**config.mk**
```make
export PLATFORM = sky130hd
export DESIGN_NAME = muldiv_unit
export DESIGN_NICKNAME = d
export VERILOG_FILES = /design/src/rtl/muldiv_pkg.sv /design/src/rtl/muldiv_core.sv /design/src/rtl/muldiv_unit.sv
export SDC_FILE = /design/constraint.sdc
export NUM_CORES = 1
export LEC_CHECK = 0
export BUFFER_PORTS_ARGS = -buffer_cell sky130_fd_sc_hd__buf_2
export CAP_MARGIN = 10
export CELL_PAD_IN_SITES_DETAIL_PLACEMENT = 1
export CELL_PAD_IN_SITES_GLOBAL_PLACEMENT = 2
export CORE_ASPECT_RATIO = 0.75
export CORE_MARGIN = 4
export CORE_UTILIZATION = 35
export DETAILED_ROUTE_END_ITERATION = 10
export MAX_ROUTING_LAYER = met4
export PLACE_DENSITY = 0.79
export SLEW_MARGIN = 15
export SYNTH_ARGS = -nofsm -noshare
export SYNTH_HDL_FRONTEND = slang
export SYNTH_SLANG_ARGS = --single-unit
export TNS_END_PERCENT = 5
```
**constraint.sdc**
```tcl
create_clock -name clk -period 4.9 [get_ports clk]
set_input_delay 0.49 -clock clk [delete_from_list [all_inputs] [get_ports clk]]
set_output_delay 0.49 -clock clk [all_outputs]
set_load 0.05 [all_outputs]
```
**src/rtl/muldiv_pkg.sv**
```systemverilog
// Shared constants for the iterative RV32M multiply/divide unit:
// operand width, funct3 opcodes, FSM state encoding and iteration count.
package muldiv_pkg;

    localparam int XLEN       = 32;
    localparam int ITER_COUNT = 32;

    localparam logic [2:0] F3_MUL    = 3'b000;
    localparam logic [2:0] F3_MULH   = 3'b001;
    localparam logic [2:0] F3_MULHSU = 3'b010;
    localparam logic [2:0] F3_MULHU  = 3'b011;
    localparam logic [2:0] F3_DIV    = 3'b100;
    localparam logic [2:0] F3_DIVU   = 3'b101;
    localparam logic [2:0] F3_REM    = 3'b110;
    localparam logic [2:0] F3_REMU   = 3'b111;

    typedef enum logic [1:0] {
        ST_IDLE = 2'd0,
        ST_CALC = 2'd1,
        ST_FIX  = 2'd2,
        ST_DONE = 2'd3
    } state_e;

    function automatic logic [XLEN-1:0] neg_if(
        input logic            n,
        input logic [XLEN-1:0] v
    );
        return n ? (~v + 1'b1) : v;
    endfunction

endpackage

```
**src/rtl/muldiv_core.sv**
```systemverilog
// Shared 64-bit shift register plus one 34-bit adder; one multiply
// (shift-add) or restoring divide (shift-subtract) step per cycle.
// Ports: clk, rst (sync, active high), load_i (capture operands),
//        step_i (advance one iteration), div_i (mode at load),
//        a_i/b_i (unsigned magnitudes), acc_o (accumulator).
//   multiply: acc_o = a_i * b_i after 32 steps
//   divide:   acc_o = {a_i % b_i, a_i / b_i} after 32 steps
module muldiv_core
    import muldiv_pkg::*;
(
    input  logic            clk,
    input  logic            rst,
    input  logic            load_i,
    input  logic            step_i,
    input  logic            div_i,
    input  logic [XLEN-1:0] a_i,
    input  logic [XLEN-1:0] b_i,
    output logic [63:0]     acc_o
);

    logic [63:0]     acc_q, acc_d;
    logic [XLEN-1:0] op_q, op_d;
    logic            div_q, div_d;

    logic [33:0] add_x;
    logic [33:0] add_y;
    logic [33:0] sum;

    // Divide: x is the partial remainder shifted left with the next
    // dividend bit pulled in, y is the inverted divisor (subtract).
    // Multiply: x is the upper half, y is the multiplicand when the
    // current multiplier LSB is set.
    always_comb begin
        if (div_q) begin
            add_x = {1'b0, acc_q[63:31]};
            add_y = ~{2'b00, op_q};
        end else begin
            add_x = {2'b00, acc_q[63:32]};
            add_y = acc_q[0] ? {2'b00, op_q} : '0;
        end
        sum = add_x + add_y + {33'd0, div_q};
    end

    always_comb begin
        acc_d = acc_q;
        op_d  = op_q;
        div_d = div_q;
        if (load_i) begin
            div_d = div_i;
            op_d  = div_i ? b_i : a_i;
            acc_d = {32'd0, div_i ? a_i : b_i};
        end else if (step_i) begin
            if (div_q) begin
                // Non-negative difference: divisor fits, quotient bit 1.
                if (!sum[33]) begin
                    acc_d = {sum[31:0], acc_q[30:0], 1'b1};
                end else begin
                    acc_d = {acc_q[62:0], 1'b0};
                end
            end else begin
                acc_d = {sum[32:0], acc_q[31:1]};
            end
        end
    end

    always_ff @(posedge clk) begin
        if (rst) begin
            acc_q <= '0;
            op_q  <= '0;
            div_q <= 1'b0;
        end else begin
            acc_q <= acc_d;
            op_q  <= op_d;
            div_q <= div_d;
        end
    end

    assign acc_o = acc_q;

endmodule

```
**src/rtl/muldiv_unit.sv**
```systemverilog
// Iterative RV32M multiply/divide unit (34-cycle path, bypass for
// divide-by-zero and signed overflow). Optional MULDIV_FAST_MUL_EN:
// single-cycle combinational multiply for all MUL* ops.
// Ports: clk, rst (sync, active high), start, funct3, operandA,
//        operandB, rdIn -> busy, done (1-cycle), result, rdOut.
module muldiv_unit
    import muldiv_pkg::*;
(
    input  logic            clk,
    input  logic            rst,
    input  logic            start,
    input  logic [2:0]      funct3,
    input  logic [XLEN-1:0] operandA,
    input  logic [XLEN-1:0] operandB,
    input  logic [4:0]      rdIn,
    output logic            busy,
    output logic            done,
    output logic [XLEN-1:0] result,
    output logic [4:0]      rdOut
);

    state_e state_q, state_d;

    logic [4:0]      cnt_q, cnt_d;
    logic [2:0]      f3_q, f3_d;
    logic            neg_q, neg_d;
    logic [4:0]      rdl_q, rdl_d;
    logic [4:0]      rd_q, rd_d;
    logic [XLEN-1:0] res_q, res_d;

    logic            is_div;
    logic            a_signed, b_signed;
    logic            sa, sb;
    logic            neg_in;
    logic [XLEN-1:0] mag_a, mag_b;
    logic            div_zero, div_ovf;
    logic            fast_hit;
    logic [XLEN-1:0] fast_res;
    logic            bypass;
    logic [XLEN-1:0] byp_res;
    logic            core_load;
    logic [63:0]     acc;
    logic [63:0]     prod;
    logic [XLEN-1:0] fix_res;

    // Operand decode, only meaningful in the start cycle.
    assign is_div   = funct3[2];
    assign a_signed = (funct3 == F3_MUL) || (funct3 == F3_MULH)
                   || (funct3 == F3_MULHSU) || (funct3 == F3_DIV)
                   || (funct3 == F3_REM);
    assign b_signed = (funct3 == F3_MUL) || (funct3 == F3_MULH)
                   || (funct3 == F3_DIV) || (funct3 == F3_REM);
    assign sa       = a_signed & operandA[XLEN-1];
    assign sb       = b_signed & operandB[XLEN-1];
    assign mag_a    = neg_if(sa, operandA);
    assign mag_b    = neg_if(sb, operandB);
    // Remainder follows the dividend; everything else the sign product.
    assign neg_in   = (funct3 == F3_REM) ? sa : (sa ^ sb);

    assign div_zero = is_div && (operandB == '0);
    assign div_ovf  = ((funct3 == F3_DIV) || (funct3 == F3_REM))
                   && (operandA == 32'h8000_0000)
                   && (operandB == 32'hFFFF_FFFF);

`ifdef MULDIV_FAST_MUL_EN
    logic [63:0] fast_pa, fast_pb, fast_prod;
    // Low 64 bits of the sign-extended product are exact for all
    // three signedness combinations.
    assign fast_pa   = {{32{sa}}, operandA};
    assign fast_pb   = {{32{sb}}, operandB};
    assign fast_prod = fast_pa * fast_pb;
    assign fast_hit  = ~is_div;
    assign fast_res  = (funct3 == F3_MUL) ? fast_prod[31:0]
                                          : fast_prod[63:32];
`else
    assign fast_hit  = 1'b0;
    assign fast_res  = '0;
`endif

    assign bypass = div_zero | div_ovf | fast_hit;

    always_comb begin
        byp_res = fast_res;
        unique case (1'b1)
            div_zero: byp_res = funct3[1] ? operandA : '1;
            div_ovf:  byp_res = funct3[1] ? '0 : 32'h8000_0000;
            default:  byp_res = fast_res;
        endcase
    end

    assign core_load = (state_q == ST_IDLE) && start && !bypass;

    muldiv_core u_core (
        .clk    (clk),
        .rst    (rst),
        .load_i (core_load),
        .step_i (state_q == ST_CALC),
        .div_i  (is_div),
        .a_i    (mag_a),
        .b_i    (mag_b),
        .acc_o  (acc)
    );

    // Sign fix-up and word select on the finished accumulator.
    assign prod = neg_q ? (~acc + 64'd1) : acc;

    always_comb begin
        if (!f3_q[2]) begin
            fix_res = (f3_q == F3_MUL) ? prod[31:0] : prod[63:32];
        end else if (f3_q[1]) begin
            fix_res = neg_if(neg_q, acc[63:32]);
        end else begin
            fix_res = neg_if(neg_q, acc[31:0]);
        end
    end

    // FSM: state register.
    always_ff @(posedge clk) begin
        if (rst) begin
            state_q <= ST_IDLE;
        end else begin
            state_q <= state_d;
        end
    end

    // FSM: next state.
    always_comb begin
        state_d = state_q;
        unique case (state_q)
            ST_IDLE: begin
                if (start) begin
                    state_d = bypass ? ST_DONE : ST_CALC;
                end
            end
            ST_CALC: begin
                if (cnt_q == 5'(ITER_COUNT - 1)) begin
                    state_d = ST_FIX;
                end
            end
            ST_FIX:  state_d = ST_DONE;
            ST_DONE: state_d = ST_IDLE;
            default: state_d = ST_IDLE;
        endcase
    end

    // FSM: outputs.
    always_comb begin
        busy = (state_q == ST_CALC) || (state_q == ST_FIX);
        done = (state_q == ST_DONE);
    end

    // Datapath bookkeeping; result/rdOut only move on entry to DONE.
    always_comb begin
        cnt_d = cnt_q;
        f3_d  = f3_q;
        neg_d = neg_q;
        rdl_d = rdl_q;
        rd_d  = rd_q;
        res_d = res_q;
        unique case (state_q)
            ST_IDLE: begin
                if (start) begin
                    cnt_d = '0;
                    f3_d  = funct3;
                    neg_d = neg_in;
                    rdl_d = rdIn;
                    if (bypass) begin
                        res_d = byp_res;
                        rd_d  = rdIn;
                    end
                end
            end
            ST_CALC: cnt_d = cnt_q + 5'd1;
            ST_FIX: begin
                res_d = fix_res;
                rd_d  = rdl_q;
            end
            default: ;
        endcase
    end

    always_ff @(posedge clk) begin
        if (rst) begin
            cnt_q <= '0;
            f3_q  <= '0;
            neg_q <= 1'b0;
            rdl_q <= '0;
            rd_q  <= '0;
            res_q <= '0;
        end else begin
            cnt_q <= cnt_d;
            f3_q  <= f3_d;
            neg_q <= neg_d;
            rdl_q <= rdl_d;
            rd_q  <= rd_d;
            res_q <= res_d;
        end
    end

    assign result = res_q;
    assign rdOut  = rd_q;

endmodule
```
==> results by group <==
Floorplanning
  – DIE AREA: roughly 44000 sq um
  – Core ar.: 40000 sq um
  – Initial Util: 0.358
  – IO Pins: 114
  – Die width: 241 um
  – Height of the die: 183 um
  – Rows: 63

Timing
  – Worst-case clock skew: around 0.023 ns
  – Fin Setup TNS: 0 ns
  – Slew Viols, Final: 0
  – Post-route minimum period: 4.53 ns
  – RSZ-0062 raised after global routing: false
  – Fin. Hold Viols: 0
  – Fmax: 0.221 GHz
  – Pin slew with the least headroom to its limit: 1.17 ns
  – Slew headroom: 0.198
  – Number of setup violations in the final report: 0
  – Final Cycle Share: 0.924

Routing
  – Post-Route WL: 66.2 mm
  – Vias per inst: 6.33
  – Wire per inst: about 26 um
  – Drt first-iter violations: 1812
  – Final ANT Viol Nets: 0
  – Drc violations: 0
  – Routed vias: 16135
  – DR pass1 iterations: 5

Synth
  – Post-synth top cells: nand2_1 (232), nor2_1 (214), a21oi_1 (175), o21ai_0 (175)
  – EDFF count, synth: 0
  – Yosys top cell by area: dfxtp_1
  – Share of the synthesized area in the top cell type: 0.210
  – Post-synth ARST share: 0
  – Total nets after synthesis: 2138
  – Top-count cell post-synth: nand2_1
  – Main synth FF type: dfxtp_1
  – #FFs+latches synth: 150
  – Mapped Area: 14300 sq um
  – Seq/Total Area, Yosys: 0.210
  – Number of synthesis warnings: 0
  – Syn_area_per_cell: 7.09 sq um
  – Synthesized instance count: 2019
  – Netlist cell types: 85
  – Area contributors post-synth: dfxtp_1 (21%), a21oi_1 (6.1%), o21ai_0 (6.1%)

Job
  – Maxcap violations: 0

Finish
  – Final nets: 2135
  – Filler Cells Inserted: 5025
  – Share of layout cells above drive strength 1: 0.131
  – Fin util: 0.396
  – Synth-to-Final Area Change: 10.5%

Critical path
  – Crit path max fanout: 24
  – Crit. End Element: flop
  – Kind of start point of the critical path: flop
  – WP data arrival: 4.89 ns
  – Critical path type: reg2reg
  – Critical path required time: between 5 and 6 ns

Power and ir drop
  – Clk pwr share: 0.231
  – Pwr dens: 376 nW/um^2
  – Pint: roughly 3000 uW
  – Sequential power share: 0.287
  – Switching pwr: roughly 2900 uW
  – Max VDD drop: about 0.27 mV
  – Sw Ratio: 0.494
  – Leak: 0.00576 uW
  – Comb pwr share: 0.483

Clock tree
  – Worst skew pair latency: ~0.47 ns
  – TritonCTS clock tree: done
  – H-tree Lvls: 4
  – Num CTS Buffers: 17
  – Clk slew on worst S/H paths: approximately 0.08 ns
  – Clock Sink Count: 150
  – Maximum clock path buffer count: 2
  – Post-CTS Hold Buffers: 0
  – CTS root buf: clkbuf_16

Global route
  – GRT overflow: 0
  – Vias in the first global route: around 15000
  – Initial antenna violation count: 3
  – First-pass GRT wire length: 97.8 mm
  – Total GRT Usage: 0.298
  – Largest net degree at the start of global routing: 91

Worst hold path
  – Hold Crit Class: in2reg

Placed design
  – DP HPWL: 51.2 mm
  – Routability cong.: 0.955
  – Port buffer count: around 110

Outcome
  – Run status: finished clean
==> cells by family (layout without fill, tap and decap cells) <==
group,Yosys count,in the layout,synth area share
muxes,94,94,0.0692
adders and majority gates,44,44,0.0395
and+or+nand+nor,675,675,0.217
AOI/OAI and AO/OA,688,688,0.314
buffers and inverters,223,233,0.0623
xor gates and xnor gates,145,145,0.0888
DFF,150,150,0.210
other,0,1,0
==> worst max-delay path, stage by stage, from the launching register on <==
cell and delay (ns):
dfxtp_1 0.48, inv_1 0.16, nor2_2 0.41, buf_4 0.38, nand2_1 0.09, o21ai_0 0.09, ha_1 0.33, o211ai_1 0.17
o21ai_0 0.49, a32oi_1 0.22, o21ai_0 0.71, a31oi_1 0.19, xor2_1 0.30, o211ai_1 0.12, o221a_2 0.29
==> what timing repair did <==
action	in CTS	in global routing
setup buffers	0	0
endpoints found under the setup margin	0	1
resized for setup	0	1
==> per-layer routing <==
metal | track usage | vias to the layer above | wire, um
met5 | - | - | 0
met3 | 0.0505 | 72 | 5020
met4 | 0.0704 | 0 | 1460
met2 | 0.411 | 613 | 27400
met1 | 0.447 | 8037 | 32300
li1 | - | 7413 | -
==> through the flow <==
| stage | hold WS, ns | std cells | worst slack, ns | instance area, sq um | total power [uW] |
|---|---|---|---|---|---|
| after floorplan | 0.436 | 2019 | 0.517 | 14300 | 3510 |
| after global placement | 0.443 | 2517 | 0.542 | 15200 | 4440 |
| after detailed placement | 0.451 | 2517 | 0.426 | 15200 | 4500 |
| after CTS | 0.255 | 2549 | 0.379 | 15800 | 5880 |
| after global routing | 0.259 | 2550 | 0.0369 | 15800 | 6260 |
| final | 0.270 | 2550 | 0.371 | 15800 | 5940 |
==> path summary, 6_finish.rpt <==
path,start,slack (ns),cells past startpoint,to
max,u_core.acc_o[0],0.37,14,u_core.acc_o[62]
min,rdIn[2],0.27,3,rdl_q[2]
max reg2reg,u_core.acc_o[0],0.37,14,u_core.acc_o[62]
min reg2reg,rdl_q[1],0.46,2,rdl_q[1]
==> final cells by class <==
cell class                 instances  area, sq um  share of cell area
clock buffer                      17          425              0.0269
tap                              520          651              0.0412
antenna                            1         2.50            0.000158
inverter                          35          131             0.00831
multi-input combinational       1646        10500               0.661
sequential                       150         3010               0.190
timing repair buffer             166          978              0.0619
clock inverter                    15          158             0.00997
==> registers in the layout, summed over array words and instances (netlist names) <==
name / cells
result: 32
f3_q: 3
u_core.div_q: 1
state_q: 2
cnt_q: 5
rdOut: 5
u_core.acc_o: 64
rdl_q: 5
neg_q: 1
u_core.op_q: 32
==> cell usage in the layout, fill, tap and decap left out, types with 26 or more instances in the layout <==
master and n:
inv_1 34, mux2_2 29, mux2i_1 64, o221ai_1 29
o21ai_0 175, xor2_1 62, a21oi_1 175, xnor2_1 83
nor2_1 212, o31ai_1 26, buf_2 112, nand3_1 30
nor3_1 44, dfxtp_1 148, nand2_1 231, o211ai_1 46
ha_1 40, buf_4 53, a211oi_1 49
==> power groups by stage <==
stage | registers [uW] | clock network (uW) | logic, uW
2_1_floorplan | 1530 | 0 | 1990
3_3_place_gp | 1710 | 0 | 2740
3_5_place_dp | 1720 | 0 | 2780
4_1_cts | 1690 | 1390 | 2800
5_1_grt | 1720 | 1440 | 3090
6_report | 1700 | 1370 | 2870
No activity file was read; power rests on OpenSTA's default activity.
